File: config.mk
export PLATFORM = sky130hd
export DESIGN_NAME = multicycle_ctrl
export DESIGN_NICKNAME = d
export VERILOG_FILES = /design/src/rtl/multicycle_ctrl.sv
export SDC_FILE = /design/constraint.sdc
export NUM_CORES = 1
export LEC_CHECK = 0
export ABC_CLOCK_PERIOD_IN_PS = 3850
export CAP_MARGIN = 15
export CORE_MARGIN = 4
export CORE_UTILIZATION = 36
export CTS_BUF_LIST = sky130_fd_sc_hd__clkbuf_2 sky130_fd_sc_hd__clkbuf_4 sky130_fd_sc_hd__clkbuf_8
export DETAILED_ROUTE_END_ITERATION = 10
export PLACE_DENSITY = 0.59
export SETUP_SLACK_MARGIN = 0.1
export SYNTH_ARGS = -nofsm -noshare
export SYNTH_HDL_FRONTEND = slang
export SYNTH_SLANG_ARGS = --single-unit
export TNS_END_PERCENT = 5
File: constraint.sdc
create_clock -name clk_i -period 3.85 [get_ports clk_i]
set_input_delay 0.5775 -clock clk_i [delete_from_list [all_inputs] [get_ports clk_i]]
set_output_delay 0.5775 -clock clk_i [all_outputs]
set_load 0.02 [all_outputs]
File: src/rtl/multicycle_ctrl.sv
// Multi-cycle main control unit for the MIPS datapath.
// Sequences each instruction through FETCH, DECODE, EXEC, MEM and WB,
// drives the per-state datapath strobes, and guards every memory access
// with a wait-cycle watchdog that parks the unit in a sticky ERR state.
module multicycle_ctrl #(
  parameter int OP_W    = 6,
  parameter int ALUOP_W = 3,
  parameter int TIMEOUT = 15
) (
  input  logic               clk_i,
  input  logic               rst_i,
  input  logic [OP_W-1:0]    instr_op_i,
  input  logic               mem_ready_i,
  output logic               IRWrite_o,
  output logic               PCWrite_o,
  output logic               Branch_o,
  output logic               BranchNe_o,
  output logic               MemRead_o,
  output logic               MemWrite_o,
  output logic               RegWrite_o,
  output logic               RegDst_o,
  output logic               MemtoReg_o,
  output logic               ALUSrcA_o,
  output logic [1:0]         ALUSrcB_o,
  output logic [1:0]         PCSrc_o,
  output logic [ALUOP_W-1:0] ALU_op_o,
  output logic [2:0]         state_o,
  output logic               err_o
);

  // Opcodes recognised by the decoder
  localparam logic [OP_W-1:0] OP_R     = OP_W'(6'b000000);
  localparam logic [OP_W-1:0] OP_J     = OP_W'(6'b000010);
  localparam logic [OP_W-1:0] OP_BEQ   = OP_W'(6'b000100);
  localparam logic [OP_W-1:0] OP_BNE   = OP_W'(6'b000101);
  localparam logic [OP_W-1:0] OP_ADDI  = OP_W'(6'b001000);
  localparam logic [OP_W-1:0] OP_SLTIU = OP_W'(6'b001011);
  localparam logic [OP_W-1:0] OP_LUI   = OP_W'(6'b001111);
  localparam logic [OP_W-1:0] OP_LW    = OP_W'(6'b100011);
  localparam logic [OP_W-1:0] OP_SW    = OP_W'(6'b101011);

  // ALU operation codes, zero-extended into ALU_op_o
  localparam logic [ALUOP_W-1:0] ALU_RTYPE = ALUOP_W'(3'b000);
  localparam logic [ALUOP_W-1:0] ALU_ADD   = ALUOP_W'(3'b010);
  localparam logic [ALUOP_W-1:0] ALU_BEQ   = ALUOP_W'(3'b011);
  localparam logic [ALUOP_W-1:0] ALU_BNE   = ALUOP_W'(3'b100);
  localparam logic [ALUOP_W-1:0] ALU_LUI   = ALUOP_W'(3'b101);
  localparam logic [ALUOP_W-1:0] ALU_SLTIU = ALUOP_W'(3'b111);

  // Watchdog counter sizing; TIMEOUT=0 disables the watchdog but keeps a 1-bit counter
  localparam int CNT_W   = (TIMEOUT > 0) ? $clog2(TIMEOUT + 1) : 1;
  localparam int TO_LAST = (TIMEOUT > 0) ? TIMEOUT - 1 : 0;

  typedef enum logic [2:0] {
    S_FETCH  = 3'd0,
    S_DECODE = 3'd1,
    S_EXEC   = 3'd2,
    S_MEM    = 3'd3,
    S_WB     = 3'd4,
    S_ERR    = 3'd7
  } state_t;

  state_t            state;
  logic [OP_W-1:0]   op_q;
  logic [CNT_W-1:0]  wait_cnt;
  logic              err_q;
  logic              timeout_hit;

  function automatic logic is_legal(input logic [OP_W-1:0] op);
    case (op)
      OP_R, OP_J, OP_BEQ, OP_BNE, OP_ADDI,
      OP_SLTIU, OP_LUI, OP_LW, OP_SW: is_legal = 1'b1;
      default:                         is_legal = 1'b0;
    endcase
  endfunction

  // Last permitted wait cycle: a further not-ready cycle means the access has timed out
  assign timeout_hit = (TIMEOUT != 0) && (wait_cnt == CNT_W'(TO_LAST));

  // State sequencing, opcode capture, watchdog counting and sticky error flag
  always_ff @(posedge clk_i) begin
    if (rst_i) begin
      state    <= S_FETCH;
      op_q     <= '0;
      wait_cnt <= '0;
      err_q    <= 1'b0;
    end else begin
      // Counter only survives a not-ready cycle that stays in FETCH/MEM
      wait_cnt <= '0;
      case (state)
        S_FETCH: begin
          if (mem_ready_i) begin
            state <= S_DECODE;
          end else if (timeout_hit) begin
            state <= S_ERR;
            err_q <= 1'b1;
          end else begin
            wait_cnt <= wait_cnt + CNT_W'(1);
          end
        end
        S_DECODE: begin
          op_q <= instr_op_i;
          if (instr_op_i == OP_J) begin
            state <= S_FETCH;
          end else if (!is_legal(instr_op_i)) begin
            state <= S_ERR;
            err_q <= 1'b1;
          end else begin
            state <= S_EXEC;
          end
        end
        S_EXEC: begin
          case (op_q)
            OP_R, OP_ADDI, OP_SLTIU, OP_LUI: state <= S_WB;
            OP_LW, OP_SW:                    state <= S_MEM;
            OP_BEQ, OP_BNE:                  state <= S_FETCH;
            default: begin
              state <= S_ERR;
              err_q <= 1'b1;
            end
          endcase
        end
        S_MEM: begin
          if (op_q != OP_LW && op_q != OP_SW) begin
            state <= S_ERR;
            err_q <= 1'b1;
          end else if (mem_ready_i) begin
            state <= (op_q == OP_LW) ? S_WB : S_FETCH;
          end else if (timeout_hit) begin
            state <= S_ERR;
            err_q <= 1'b1;
          end else begin
            wait_cnt <= wait_cnt + CNT_W'(1);
          end
        end
        S_WB: begin
          state <= S_FETCH;
        end
        S_ERR: begin
          state <= S_ERR;
        end
        default: begin
          // Unused encodings fall into the error trap
          state <= S_ERR;
          err_q <= 1'b1;
        end
      endcase
    end
  end

  // Per-state datapath strobes; everything is forced low while reset is held
  always_comb begin
    IRWrite_o  = 1'b0;
    PCWrite_o  = 1'b0;
    Branch_o   = 1'b0;
    BranchNe_o = 1'b0;
    MemRead_o  = 1'b0;
    MemWrite_o = 1'b0;
    RegWrite_o = 1'b0;
    RegDst_o   = 1'b0;
    MemtoReg_o = 1'b0;
    ALUSrcA_o  = 1'b0;
    ALUSrcB_o  = 2'b00;
    PCSrc_o    = 2'b00;
    ALU_op_o   = '0;
    if (!rst_i) begin
      case (state)
        S_FETCH: begin
          // PC+4 computed while the instruction is read
          MemRead_o = 1'b1;
          ALUSrcB_o = 2'b01;
          ALU_op_o  = ALU_ADD;
          IRWrite_o = mem_ready_i;
          PCWrite_o = mem_ready_i;
        end
        S_DECODE: begin
          // Branch target speculatively computed into ALUOut
          ALUSrcB_o = 2'b11;
          ALU_op_o  = ALU_ADD;
          if (instr_op_i == OP_J) begin
            PCWrite_o = 1'b1;
            PCSrc_o   = 2'b10;
          end
        end
        S_EXEC: begin
          case (op_q)
            OP_R: begin
              ALUSrcA_o = 1'b1;
              ALU_op_o  = ALU_RTYPE;
            end
            OP_ADDI, OP_LW, OP_SW: begin
              ALUSrcA_o = 1'b1;
              ALUSrcB_o = 2'b10;
              ALU_op_o  = ALU_ADD;
            end
            OP_SLTIU: begin
              ALUSrcA_o = 1'b1;
              ALUSrcB_o = 2'b10;
              ALU_op_o  = ALU_SLTIU;
            end
            OP_LUI: begin
              ALUSrcA_o = 1'b1;
              ALUSrcB_o = 2'b10;
              ALU_op_o  = ALU_LUI;
            end
            OP_BEQ: begin
              ALUSrcA_o = 1'b1;
              ALU_op_o  = ALU_BEQ;
              Branch_o  = 1'b1;
              PCSrc_o   = 2'b01;
            end
            OP_BNE: begin
              ALUSrcA_o  = 1'b1;
              ALU_op_o   = ALU_BNE;
              BranchNe_o = 1'b1;
              PCSrc_o    = 2'b01;
            end
            default: begin
              ALUSrcA_o = 1'b0;
            end
          endcase
        end
        S_MEM: begin
          MemRead_o  = (op_q == OP_LW);
          MemWrite_o = (op_q == OP_SW);
        end
        S_WB: begin
          RegWrite_o = 1'b1;
          RegDst_o   = (op_q == OP_R);
          MemtoReg_o = (op_q == OP_LW);
        end
        default: begin
          RegWrite_o = 1'b0;
        end
      endcase
    end
  end

  assign state_o = rst_i ? 3'd0 : state;
  assign err_o   = err_q & ~rst_i;

endmodule

==> qor.txt <==
first-pass GRT wire length: 5099 um
relative slew slack: 67.27%
clock sinks: 14
vias in the first global route: 1064
DR WL/cell: 14.19 um
drt pass-1 iters: 4
Fmax: 304.5 MHz
clock skew: 1.504 ps
YS warnings: 0
largest net degree at the start of global routing: 17
die width: 62.71 um
Hold WS: 477.5 ps
die area: 3932 um2
Commonest cells post-synth: nor2_1 (30), dfxtp_1 (14), nand2_1 (9), a21oi_1 (8), mux2i_1 (7)
boundary pin count: 30
Final #Nets: 184
initial antenna violation count: 0
register area share after synthesis: 26.02%
CTS tree: built
final hold violation count: 0
crit end category: primary output
Hold Crit Class: reg -> reg
top cells by area, synth: dfxtp_1 (26%), nor2_1 (10%), mux2i_1 (6.5%)
Clock Path Buffers: 2
Resize count post-CTS: 0
FP Rows: 19
port bufs: 29
Yosys top cell area share: 26.02%
Synth area leader: dfxtp_1
Worst EP required: 3270 ps
Mapped Nets: 158
Worst EP arrival: 2710 ps
Pwr Density: 532.5 nW/um2
Final Slew Violations: 0
core box area: 2805 um2
CTS Hold Bufs: 0
Worst Tran Pin Value: 487.2 ps
total CTS buffers: 3
Routed WL: 2881 um
Worst-Skew Late Latency: 280 ps
final count of negative-setup-slack endpoints: 0
CP Launch Type: input pin
Residual DRC: 0
status: completed
H-tree Lvls: 1
height of the die: 62.71 um
number of enable flip-flop cells after synthesis: 0
Tcrit/Tclk final: 85.30%
worst setup path category: in -> out
Vias: 1154
CTS Root Cell: clkbuf_4
Final ANT Viol Nets: 0
most frequent cell after synthesis: nor2_1
Setup Fix Bufs, Post-CTS: 0
RSZ-0062 raised after global routing: no
Post-Layout Cell Count: 203
Synth Instances: 147
Starting Density: 38.40%
# diodes: 0
Seq cells post-synth: 14
predominant post-synthesis flop cell: dfxtp_1
CP Max Fanout: 8
share of cells above drive strength 1: 5.814%
Placed Cells: 199
Clk pin slew, worst setup/hold paths: 90 ps
Leak: 0.5178 nW
Max Cap Viol: 0
Distinct cells, synth: 46
DR vias/cell: 5.685
DP HPWL: 2155 um
Layout area overhead: 29.73%
Synth Cell Area: 1077 um2
Async SR Flop Fraction: 0%
gpl congestion: 0.8489
Mapped Avg Cell Area: 7.328 um2
min Tclk post-route: 3284 ps
GRT Total Usage: 15.90%
Max VDD drop: 0.3502 mV
total grt overflow: 0
1st-iter DRT viols: 89
setup_tns: 0 ps
-- stage by stage --
step | total power [mW] | area, um2 | util [%] | setup WS (ps)
final | 0.7442 | 1398 | 49.82 | 565.8
after global routing | 0.8063 | 1398 | 49.82 | 485.5
after CTS | 0.7476 | 1398 | 49.82 | 557.3
after detailed placement | 0.6379 | 1361 | 48.53 | 574.5
after global placement | 0.6365 | 1361 | 48.53 | 617.0
after floorplan | 0.5213 | 1077 | - | 1270
-- sequential cells by signal, indices dropped and copies added, names as in the netlist --
signal	flops
err_q	1
op_q	6
wait_cnt	4
state	3
-- area by class of cell --
type	count	area, um2
fill	301	1408
multi-input combinational	121	733.2
tap	31	38.79
timing repair buffer	30	297.8
sequential	14	280.3
clock buffer	4	36.28
inverter	3	11.26
-- final timing paths --
check / to / cells past startpoint / startpoint / slack (ps)
max: BranchNe_o / 6 / rst_i / 570
min: wait_cnt[0] / 1 / wait_cnt[0] / 480
max reg2reg: state[2] / 5 / op_q[1] / 2010
min reg2reg: wait_cnt[0] / 1 / wait_cnt[0] / 480
-- placed cells by master, fill, tap and decap left out, drive strengths merged, types with 2 or more instances in the layout --
master	Yosys	layout
nor3	7	7
dfxtp	14	14
clkdlybuf4s50	0	29
clkbuf	5	4
nand3	4	4
nor4	2	2
nand2b	6	6
nor2b	3	3
mux2i	7	7
or2	3	3
o21bai	3	3
nor2	31	31
ha	2	2
a31oi	3	3
a21oi	8	8
or3	5	5
inv	3	3
nand2	9	9
nor3b	3	3
o211ai	2	2
o21ai	4	4
-- worst max-delay path, stage by stage --
cell,delay (ps)
clkdlybuf4s50_1,420
or2_1,340
or3_4,450
nor3_4,180
and2_1,150
clkdlybuf4s50_1,600
-- metal layers --
metal / GRT usage (%) / vias to the layer above / share of wire, %
met5: 0 / - / 0
met4: 5.785 / 0 / 1.1
met3: 3.597 / 4 / 7.7
met2: 24.63 / 48 / 45
met1: 21.46 / 525 / 46
li1: - / 577 / -
-- where the power goes --
group          leakage, nW  internal [mW]  total, mW  switching, mW
Combinational        0.382          0.184      0.383          0.199
Clock               0.0210         0.0575      0.107         0.0493
Sequential           0.115          0.179      0.254         0.0747
-- logic make-up after synthesis --
kind of cell / synth area share [%]
xor+xnor: 1.626
simple gates: 38.79
buf+inv: 5.922
mux: 6.504
fa+ha+maj: 2.323
flops: 26.02
compound gates: 18.82
No activity file was read; power rests on OpenSTA's default activity.
